### config.mk
export PLATFORM = sky130hd
export DESIGN_NAME = async_write_full_ctrl_flat
export DESIGN_NICKNAME = d
export VERILOG_FILES = /design/src/rtl/async_fifo_pkg.sv /design/src/rtl/async_write_full_ctrl_if.sv /design/src/rtl/gray_ptr_sync.sv /design/src/rtl/async_write_full_ctrl.sv /design/src/flat_wrapper.sv
export SDC_FILE = /design/constraint.sdc
export NUM_CORES = 1
export LEC_CHECK = 0
export CORE_MARGIN = 2
export CORE_UTILIZATION = 47
export DETAILED_ROUTE_END_ITERATION = 6
export PLACE_DENSITY_LB_ADDON = 0.2
export SLEW_MARGIN = 15
export SYNTH_ARGS = -nofsm -noshare
export SYNTH_HDL_FRONTEND = slang
export SYNTH_SLANG_ARGS = --single-unit
### constraint.sdc
create_clock -name wr_clk -period 2.9 [get_ports wr_clk]
set_input_delay 0.87 -clock wr_clk [delete_from_list [all_inputs] [get_ports wr_clk]]
set_output_delay 0.87 -clock wr_clk [all_outputs]
set_load 0.01 [all_outputs]
### src/rtl/async_fifo_pkg.sv
// Shared async-FIFO package: default geometry plus the Gray-code helpers used
// by both the write-side and read-side pointer logic.
// Ports: none (package).
package async_fifo_pkg;

   localparam int unsigned FIFO_DEPTH      = 16;
   localparam int unsigned FIFO_ADDR_WIDTH = 4;

   // Helpers work on a fixed wide vector; callers cast to and from their pointer width.
   // Zero-extended inputs are safe because high zero bits stay zero in either direction.
   localparam int unsigned GRAY_FN_W = 32;

   // Binary to reflected Gray code.
   function automatic logic [GRAY_FN_W-1:0] gray_encode(input logic [GRAY_FN_W-1:0] bin);
      return bin ^ (bin >> 1);
   endfunction

   // Gray to binary: MSB copied, each lower bit XORed with the converted bit above it.
   function automatic logic [GRAY_FN_W-1:0] gray_to_bin(input logic [GRAY_FN_W-1:0] gray);
      logic [GRAY_FN_W-1:0] bin;
      bin = '0;
      bin[GRAY_FN_W-1] = gray[GRAY_FN_W-1];
      for (int i = GRAY_FN_W - 2; i >= 0; i--) begin
         bin[i] = gray[i] ^ bin[i+1];
      end
      return bin;
   endfunction

endpackage

### src/rtl/async_write_full_ctrl_if.sv
// Write-side control bus of the async FIFO.
// Signals: wr_req (producer request), rd_gray_ptr (read-domain Gray pointer),
//          write_en (accepted write), full, almost_full, wr_level, wr_overflow.
// master: producer / read-pointer source.  slave: async_write_full_ctrl.
interface async_write_full_ctrl_if
   import async_fifo_pkg::*;
#(
   parameter int unsigned ADDR_WIDTH = FIFO_ADDR_WIDTH
);

   logic                  wr_req;
   logic [ADDR_WIDTH:0]   rd_gray_ptr;
   logic                  write_en;
   logic                  full;
   logic                  almost_full;
   logic [ADDR_WIDTH:0]   wr_level;
   logic                  wr_overflow;

   modport master (
      output wr_req, rd_gray_ptr,
      input  write_en, full, almost_full, wr_level, wr_overflow
   );

   modport slave (
      input  wr_req, rd_gray_ptr,
      output write_en, full, almost_full, wr_level, wr_overflow
   );

endinterface

### src/rtl/gray_ptr_sync.sv
// Two-flop synchronizer for a Gray-coded pointer crossing into the clk domain.
// Ports: clk, reset (async, active-high), d_i (foreign-domain pointer),
//        q_o (synchronized pointer, second flop).
module gray_ptr_sync #(
   parameter int unsigned WIDTH = 5
) (
   input  logic             clk,
   input  logic             reset,
   input  logic [WIDTH-1:0] d_i,
   output logic [WIDTH-1:0] q_o
);

   logic [WIDTH-1:0] rq1_q;
   logic [WIDTH-1:0] rq2_q;

   // Plain flop chain; only one bit of a Gray pointer changes per step.
   always_ff @(posedge clk or posedge reset) begin
      if (reset) begin
         rq1_q <= '0;
         rq2_q <= '0;
      end else begin
         rq1_q <= d_i;
         rq2_q <= rq1_q;
      end
   end

   assign q_o = rq2_q;

endmodule

### src/rtl/async_write_full_ctrl.sv
// Write-domain full/level controller of an asynchronous FIFO.
// Ports: wr_clk, reset (async, active-high), bus (slave modport):
//        wr_req in, rd_gray_ptr in, write_en out (combinational),
//        full / almost_full / wr_level out (registered), wr_overflow out.
// Macro WR_OVERFLOW_FLAG_EN: when defined, wr_overflow is a sticky flag set by a
// request against a full FIFO; when undefined it is tied to 0.
module async_write_full_ctrl
   import async_fifo_pkg::*;
#(
   parameter int unsigned DEPTH      = FIFO_DEPTH,
   parameter int unsigned ADDR_WIDTH = FIFO_ADDR_WIDTH,
   parameter int unsigned AF_SLOTS   = 2
) (
   input  logic                  wr_clk,
   input  logic                  reset,
   async_write_full_ctrl_if.slave bus
);

   localparam int unsigned PW = ADDR_WIDTH + 1;
   // Full when the write Gray pointer equals the read one with its top two bits inverted.
   localparam logic [PW-1:0] FULL_MASK = PW'(3) << (ADDR_WIDTH - 1);

   logic [PW-1:0] wbin_q;
   logic [PW-1:0] wbin_d;
   logic [PW-1:0] rq2_s;
   logic [PW-1:0] rbin_s;
   logic [PW-1:0] level_q;
   logic [PW-1:0] level_d;
   logic          full_q;
   logic          full_d;
   logic          af_q;
   logic          af_d;
   logic          write_en_c;

   assign write_en_c   = bus.wr_req & ~full_q;
   assign bus.write_en = write_en_c;

   gray_ptr_sync #(
      .WIDTH (PW)
   ) u_rd_sync (
      .clk   (wr_clk),
      .reset (reset),
      .d_i   (bus.rd_gray_ptr),
      .q_o   (rq2_s)
   );

   // Next-state pointer and flags; all derived from the post-write pointer.
   always_comb begin
      wbin_d  = wbin_q + PW'(write_en_c);
      rbin_s  = PW'(gray_to_bin(GRAY_FN_W'(rq2_s)));
      full_d  = (PW'(gray_encode(GRAY_FN_W'(wbin_d))) == (rq2_s ^ FULL_MASK));
      level_d = wbin_d - rbin_s;
      af_d    = ((PW'(DEPTH) - level_d) <= PW'(AF_SLOTS));
   end

   // Pointer and status registers.
   always_ff @(posedge wr_clk or posedge reset) begin
      if (reset) begin
         wbin_q  <= '0;
         level_q <= '0;
         full_q  <= 1'b0;
         af_q    <= 1'b0;
      end else begin
         wbin_q  <= wbin_d;
         level_q <= level_d;
         full_q  <= full_d;
         af_q    <= af_d;
      end
   end

   assign bus.full        = full_q;
   assign bus.almost_full = af_q;
   assign bus.wr_level    = level_q;

`ifdef WR_OVERFLOW_FLAG_EN
   logic ovf_q;

   // Sticky until reset.
   always_ff @(posedge wr_clk or posedge reset) begin
      if (reset) begin
         ovf_q <= 1'b0;
      end else if (bus.wr_req && full_q) begin
         ovf_q <= 1'b1;
      end
   end

   assign bus.wr_overflow = ovf_q;
`else
   assign bus.wr_overflow = 1'b0;
`endif

endmodule

### src/flat_wrapper.sv
// flat-port wrapper written by rule: the top's interface ports become plain ports
module async_write_full_ctrl_flat import async_fifo_pkg::*;
#(
   parameter int unsigned DEPTH      = FIFO_DEPTH,
   parameter int unsigned ADDR_WIDTH = FIFO_ADDR_WIDTH,
   parameter int unsigned AF_SLOTS   = 2
)
  (wr_clk, reset, bus_wr_req, bus_rd_gray_ptr, bus_write_en, bus_full, bus_almost_full, bus_wr_level, bus_wr_overflow);
  async_write_full_ctrl_if #(.ADDR_WIDTH(ADDR_WIDTH)) bus_i ();
  input  logic wr_clk;
  input  logic reset;
  input wire logic [$bits(bus_i.wr_req)-1:0] bus_wr_req;
  input wire logic [$bits(bus_i.rd_gray_ptr)-1:0] bus_rd_gray_ptr;
  output wire logic [$bits(bus_i.write_en)-1:0] bus_write_en;
  output wire logic [$bits(bus_i.full)-1:0] bus_full;
  output wire logic [$bits(bus_i.almost_full)-1:0] bus_almost_full;
  output wire logic [$bits(bus_i.wr_level)-1:0] bus_wr_level;
  output wire logic [$bits(bus_i.wr_overflow)-1:0] bus_wr_overflow;
  assign bus_i.wr_req = bus_wr_req;
  assign bus_i.rd_gray_ptr = bus_rd_gray_ptr;
  assign bus_write_en = bus_i.write_en;
  assign bus_full = bus_i.full;
  assign bus_almost_full = bus_i.almost_full;
  assign bus_wr_level = bus_i.wr_level;
  assign bus_wr_overflow = bus_i.wr_overflow;
  async_write_full_ctrl #(.DEPTH(DEPTH), .ADDR_WIDTH(ADDR_WIDTH), .AF_SLOTS(AF_SLOTS)) u_core (.wr_clk(wr_clk), .reset(reset), .bus(bus_i));
endmodule
[After elaboration in Yosys (flattened, before gate mapping)]
Index checks and enable logic that the tools add are counted.
Word-level totals
  output and inout bits: 9
  register bits: 22
Operators by class
  equal/unequal tests: 1
  magnitude comparators: 1
  add/sub/neg operators: 3
  bitwise logic cells: 8
Operators with widths (number)
  $add A5 B1 Y5: 1
  $eq A5 B5 Y1: 1
  $le A5 B2 Y1 const B: 1
  $sub A5 B5 Y5: 1
  $sub A5 B5 Y5 const A: 1
  $xor A5 B4 Y5: 1
  $xor A1 B1 Y1: 4
  $not A2 Y2: 1
  $and A1 B1 Y1: 1
  $not A1 Y1: 1

[Longest topological paths before layout]
  depth after elaboration: 7
  gate-level depth with buffers: 12
  depth with buffers taken out: 11

[Modules after synthesis]
Synthesis repeated with hierarchy kept, for this count alone.
Unflattened totals
  cell total of the unflattened synthesis: 106
  area total of the unflattened synthesis: 1151.1 um2
By module, submodules not included
  async_write_full_ctrl: cells an instance 95, instances 1, seq. area each 300.3 um2, area an instance 897.1 um2
  gray_ptr_sync: cells an instance 11, instances 1, seq. area each 250.2 um2, area an instance 254.0 um2

[Worst setup path before layout]
OpenSTA, ideal clock, no wires.
  path kind: input-to-reg
  start point: in bus_wr_req
  end point: reg u_core.af_q (netlist: u_core.bus.almost_full)
  stages: 12
  setup time: 0.082 ns
  required time: 2.818 ns
  path buffers: 1
  setup slack: -0.658 ns
  arrival time: 3.477 ns
  path through: nor2b_1 ha_1 ha_1 xor2_1 ha_1 clkbuf_1 nor2b_1 nand3_1 o211ai_1 a211o_1 or4b_1 a31oi_1
On the way
  cells in the longest elaborated chain, start to end: 5
RTL lines
  start, declared: line flat_wrapper.sv:12  | input wire logic [$bits(bus_i.wr_req)-1:0] bus_wr_req;
  $and A1 B1 Y1: line async_write_full_ctrl.sv:35  | assign write_en_c = bus.wr_req & ~full_q;
  $add A5 B1 Y5: line async_write_full_ctrl.sv:49  | wbin_d = wbin_q + PW'(write_en_c);
  net u_core.wbin_d[2]: line async_write_full_ctrl.sv:24  | logic [PW-1:0] wbin_d;
  $sub A5 B5 Y5: line async_write_full_ctrl.sv:52  | level_d = wbin_d - rbin_s;
  net u_core.level_d[3]: line async_write_full_ctrl.sv:28  | logic [PW-1:0] level_d;
  $sub A5 B5 Y5: line async_write_full_ctrl.sv:53  | af_d = ((PW'(DEPTH) - level_d) <= PW'(AF_SLOTS));
  $le A5 B2 Y1: line async_write_full_ctrl.sv:53
  net u_core.af_d: line async_write_full_ctrl.sv:32  | logic af_d;
  end signal, assigned: line async_write_full_ctrl.sv:62  | af_q <= 1'b0;
  end signal, assigned: line async_write_full_ctrl.sv:67  | af_q <= af_d;
  end, declared: line async_write_full_ctrl.sv:31  | logic af_q;
The timed path passes the listed nets, and every way through them passes these cells.

[Worst setup path after layout]
  start point: in bus_wr_req
  end point: reg u_core.af_q (netlist: u_core.bus.almost_full)
On the way
  cells in the longest elaborated chain, start to end: 5
RTL lines (line)
  $and A1 B1 Y1: async_write_full_ctrl.sv:35
  $add A5 B1 Y5: async_write_full_ctrl.sv:49
  $sub A5 B5 Y5: async_write_full_ctrl.sv:52
  net u_core.level_d[1]: async_write_full_ctrl.sv:28
  $sub A5 B5 Y5: async_write_full_ctrl.sv:53
  $le A5 B2 Y1: async_write_full_ctrl.sv:53
  net u_core.af_d: async_write_full_ctrl.sv:32
The timed path passes the listed nets, and every way through them passes these cells.

==> results.py <==
metrics = {
    "outcome": {
        "status": "complete, but fails checks",
        "failed_checks": "negative setup slack",
    },
    "synthesis": {
        "synthesis.area_um2": 1160,
        "post_synthesis_cell_type_count": 35,
        "synth_seq_cells": 22,
        "synthFlopType": "sky130_fd_sc_hd__dfrtp_1",
        "yosysMostFrequentCell": "sky130_fd_sc_hd__dfrtp_1",
        "synth-async-reset-ratio_pct": 100,
        "synth_edf_count": 0,
        "synth.top_cell.area_share_pct": 47.6,
        "largest_area_contributor_in_the_synthesized_netlist": "sky130_fd_sc_hd__dfrtp_1",
        "synth-warning-count": 0,
        "post_synth_most_frequent_cells": "sky130_fd_sc_hd__dfrtp_1, sky130_fd_sc_hd__ha_1, sky130_fd_sc_hd__inv_1",
        "postSynthCellCount": 102,
        "synth.top_cells.by_area": "sky130_fd_sc_hd__dfrtp_1, sky130_fd_sc_hd__ha_1, sky130_fd_sc_hd__xnor2_1",
        "postSynthNetCount": 119,
        "synth_area_per_cell_um2": 11.3,
        "ys_seq_area_share_pct": 47.6,
    },
    "setup_path": {
        "end_kind": "flip-flop",
        "critPathKind": "in2reg",
        "timing.critical_path.required_ps": 3140,
        "startpoint_type": "primary input",
        "crit_arrival_ps": 3210,
        "worstPathMaxFanout": 3,
        "setup.worst_path.start": "bus_wr_req",
        "rr_startpoint": "u_core.u_rd_sync.q_o[3]$_DFF_PP0_",
    },
    "detailed_routing": {
        "wl_per_cell_um": 16.5,
        "viasPerCell": 5.44,
        "route.final.wire_length_um": 2970,
        "first_iter_violations": 29,
        "route.antenna.remaining_nets": 0,
        "vias": 980,
        "remaining_drc_errors": 0,
        "router_iterations_before_antenna_repair": 4,
    },
    "die": {
        "die_area_um2": 2870,
        "die_w_um": 53.6,
        "core.rowCount": 17,
        "io_pins": 17,
        "initial_utilization_pct": 50.8,
        "floorplan.core_area_um2": 2280,
        "die_h_um": 53.6,
    },
    "timing": {
        "clock.fmax_ghz": 0.337,
        "final.period_utilization_pct": 102,
        "fin_skew_ps": 10.6,
        "finalWorstSetupSlack_ps": -70.0,
        "timing.max_slew.rel_slack_pct": 46.1,
        "finalHoldViolations": 0,
        "setup_viol": 1,
        "final.setup.tns_ps": -70.0,
        "min_period_ps": 2970,
        "timing_worst_slew_pin_value_ps": 807,
        "hold-worst-slack_ps": 366,
        "drv_slew": 0,
    },
    "pwr": {
        "power.static_leakage_nw": 0.804,
        "power_per_cell_area_nw_per_um2": 1460,
        "peak_supply_drop_mv": 1.08,
        "power.combinational.fraction_pct": 75.2,
        "internal-power_mw": 1.57,
        "netSwitchingPower_mw": 1.08,
        "pwr-share-seq_pct": 18.4,
        "power_frac_clock_pct": 6.5,
        "switching_share_of_total_power_pct": 40.7,
        "power_mw": 2.66,
    },
    "grt": {
        "grt-ovfl-total": 0,
        "grt_util_all_layers_pct": 24.1,
        "grt_pass1_wl_um": 4700,
        "grt_antenna_before_repair": 0,
        "grt_pass1_vias": 1020,
        "grt_max_degree": 23,
    },
    "place": {
        "dp.cells": 165,
        "dp_hpwl_um": 1810,
        "preCtsSetupSlack_ps": -714,
        "placedInstanceArea_um2": 1550,
        "port_buffers": 15,
        "gp_congestion": 0.867,
    },
    "layout": {
        "layout-drive-gt1-share_pct": 43.4,
        "post_layout_nonfiller_instances": 180,
        "layout_cell_area_excl_fill_um2": 1810,
        "multi_input_area_um2": 758,
        "antenna_cells": 0,
        "finish.utilization_pct": 79.7,
        "flow.area_growth_from_synthesis_pct": 56.9,
        "filler_cell_count": 121,
        "ff_latch_area_um2": 551,
        "final_nets": 170,
    },
    "clock_tree": {
        "worst_skew_pair.late_latency_ps": 310,
        "tritoncts_num_sinks": 22,
        "clk_root_buffer_cell": "sky130_fd_sc_hd__clkbuf_4",
        "clk_path_buf_depth": 2,
        "tritoncts": "done",
        "cts_hold_repair.buffers": 0,
        "cts.clk_slew.worst_paths_ps": 130,
        "cts.htree.levels": 1,
        "cts_bufs_inserted": 3,
    },
    "min_path": {
        "worst_hold_path_type": "reg2reg",
        "worst_hold_startpoint": "u_core.u_rd_sync.rq1_q[3]$_DFF_PP0_",
    },
    "job": {
        "timing.max_cap.violations": 0,
    },
}
layer usage:
layer | wire length (µm) | track usage [%] | vias up
li1 | - | - | 453
met1 | 1190 | 28.8 | 476
met2 | 1500 | 40.7 | 36
met3 | 145 | 4.17 | 15
met4 | 133 | 14.1 | 0
met5 | 0 | 0 | -
path summary, 6_finish.rpt:
kind	endpoint	slack (ps)	cells after the start
worst max-delay path	u_core.bus.almost_full$_DFF_PP0_	-70	12
worst min-delay path	u_core.u_rd_sync.q_o[3]$_DFF_PP0_	370	0
worst max register to register	u_core.bus.almost_full$_DFF_PP0_	120	11
worst min register to register	u_core.u_rd_sync.q_o[3]$_DFF_PP0_	370	0
max in group asynchronous	u_core.wbin_q[0]$_DFF_PP0_	1400	2
min in group asynchronous	u_core.wbin_q[1]$_DFF_PP0_	990	2
repair_timing:
item                                    4_1_cts  5_1_grt
resized for setup                            19        9
pin swaps                                    12       10
endpoints found under the setup margin        2        1
setup buffers                                 7        4
power groups by stage:
stage | sequential [mW] | clock (mW) | combinational, mW
floorplan | 0.488 | 0 | 0.851
global placement | 0.470 | 0 | 1.46
detailed placement | 0.478 | 0 | 1.53
CTS | 0.486 | 0.174 | 1.76
global route | 0.501 | 0.190 | 2.17
finish | 0.487 | 0.172 | 2.00
layout make-up:
cell class	instances	share of cell area (%)
repair buffers	49	22.1
well taps	28	1.93
inverters	9	1.86
flip-flops and latches	22	30.3
multi-input cells	68	41.8
clock buffers	4	2.00
cells by family after synthesis:
logic type,count (synthesis),share of synthesized area [%]
buffers and inverters,12,4.54
AO/OA/AOI/OAI,18,11.7
AND/OR/NAND/NOR,24,12.0
flip-flops,22,47.6
XOR/XNOR,16,14.1
adder cells (fa/ha/maj),9,9.74
other,1,0.324
critical path, stage by stage:
cell                      delay [ps]
sky130_fd_sc_hd__buf_2            80
sky130_fd_sc_hd__nor2b_4         200
sky130_fd_sc_hd__ha_4            170
sky130_fd_sc_hd__ha_4            200
sky130_fd_sc_hd__xnor2_2         230
sky130_fd_sc_hd__xnor2_2         180
sky130_fd_sc_hd__ha_2            330
sky130_fd_sc_hd__inv_2            80
sky130_fd_sc_hd__ha_4            130
sky130_fd_sc_hd__inv_1            40
sky130_fd_sc_hd__or4b_1          520
sky130_fd_sc_hd__a31oi_1         160
state kept, by name (all words and copies together) (netlist names):
signal / cells
u_core.wbin_q: 5
u_core.bus.almost_full: 1
u_core.bus.full: 1
u_core.bus.wr_level: 5
u_core.u_rd_sync.rq1_q: 5
u_core.u_rd_sync.q_o: 5
layout by cell type, fill, tap and decap left out, drive strengths merged, types with 2 or more instances in the layout:
master          n
a21oi           2
and2            2
nand3           6
buf            35
xnor2           8
o21ai           4
dfrtp          22
ha              9
a211oi          4
inv             9
clkbuf          4
xor2            7
a31oi           3
clkdlybuf4s50  14
or3             2
nand2           5
nor2b           2
(Power assumes the default switching activity.)
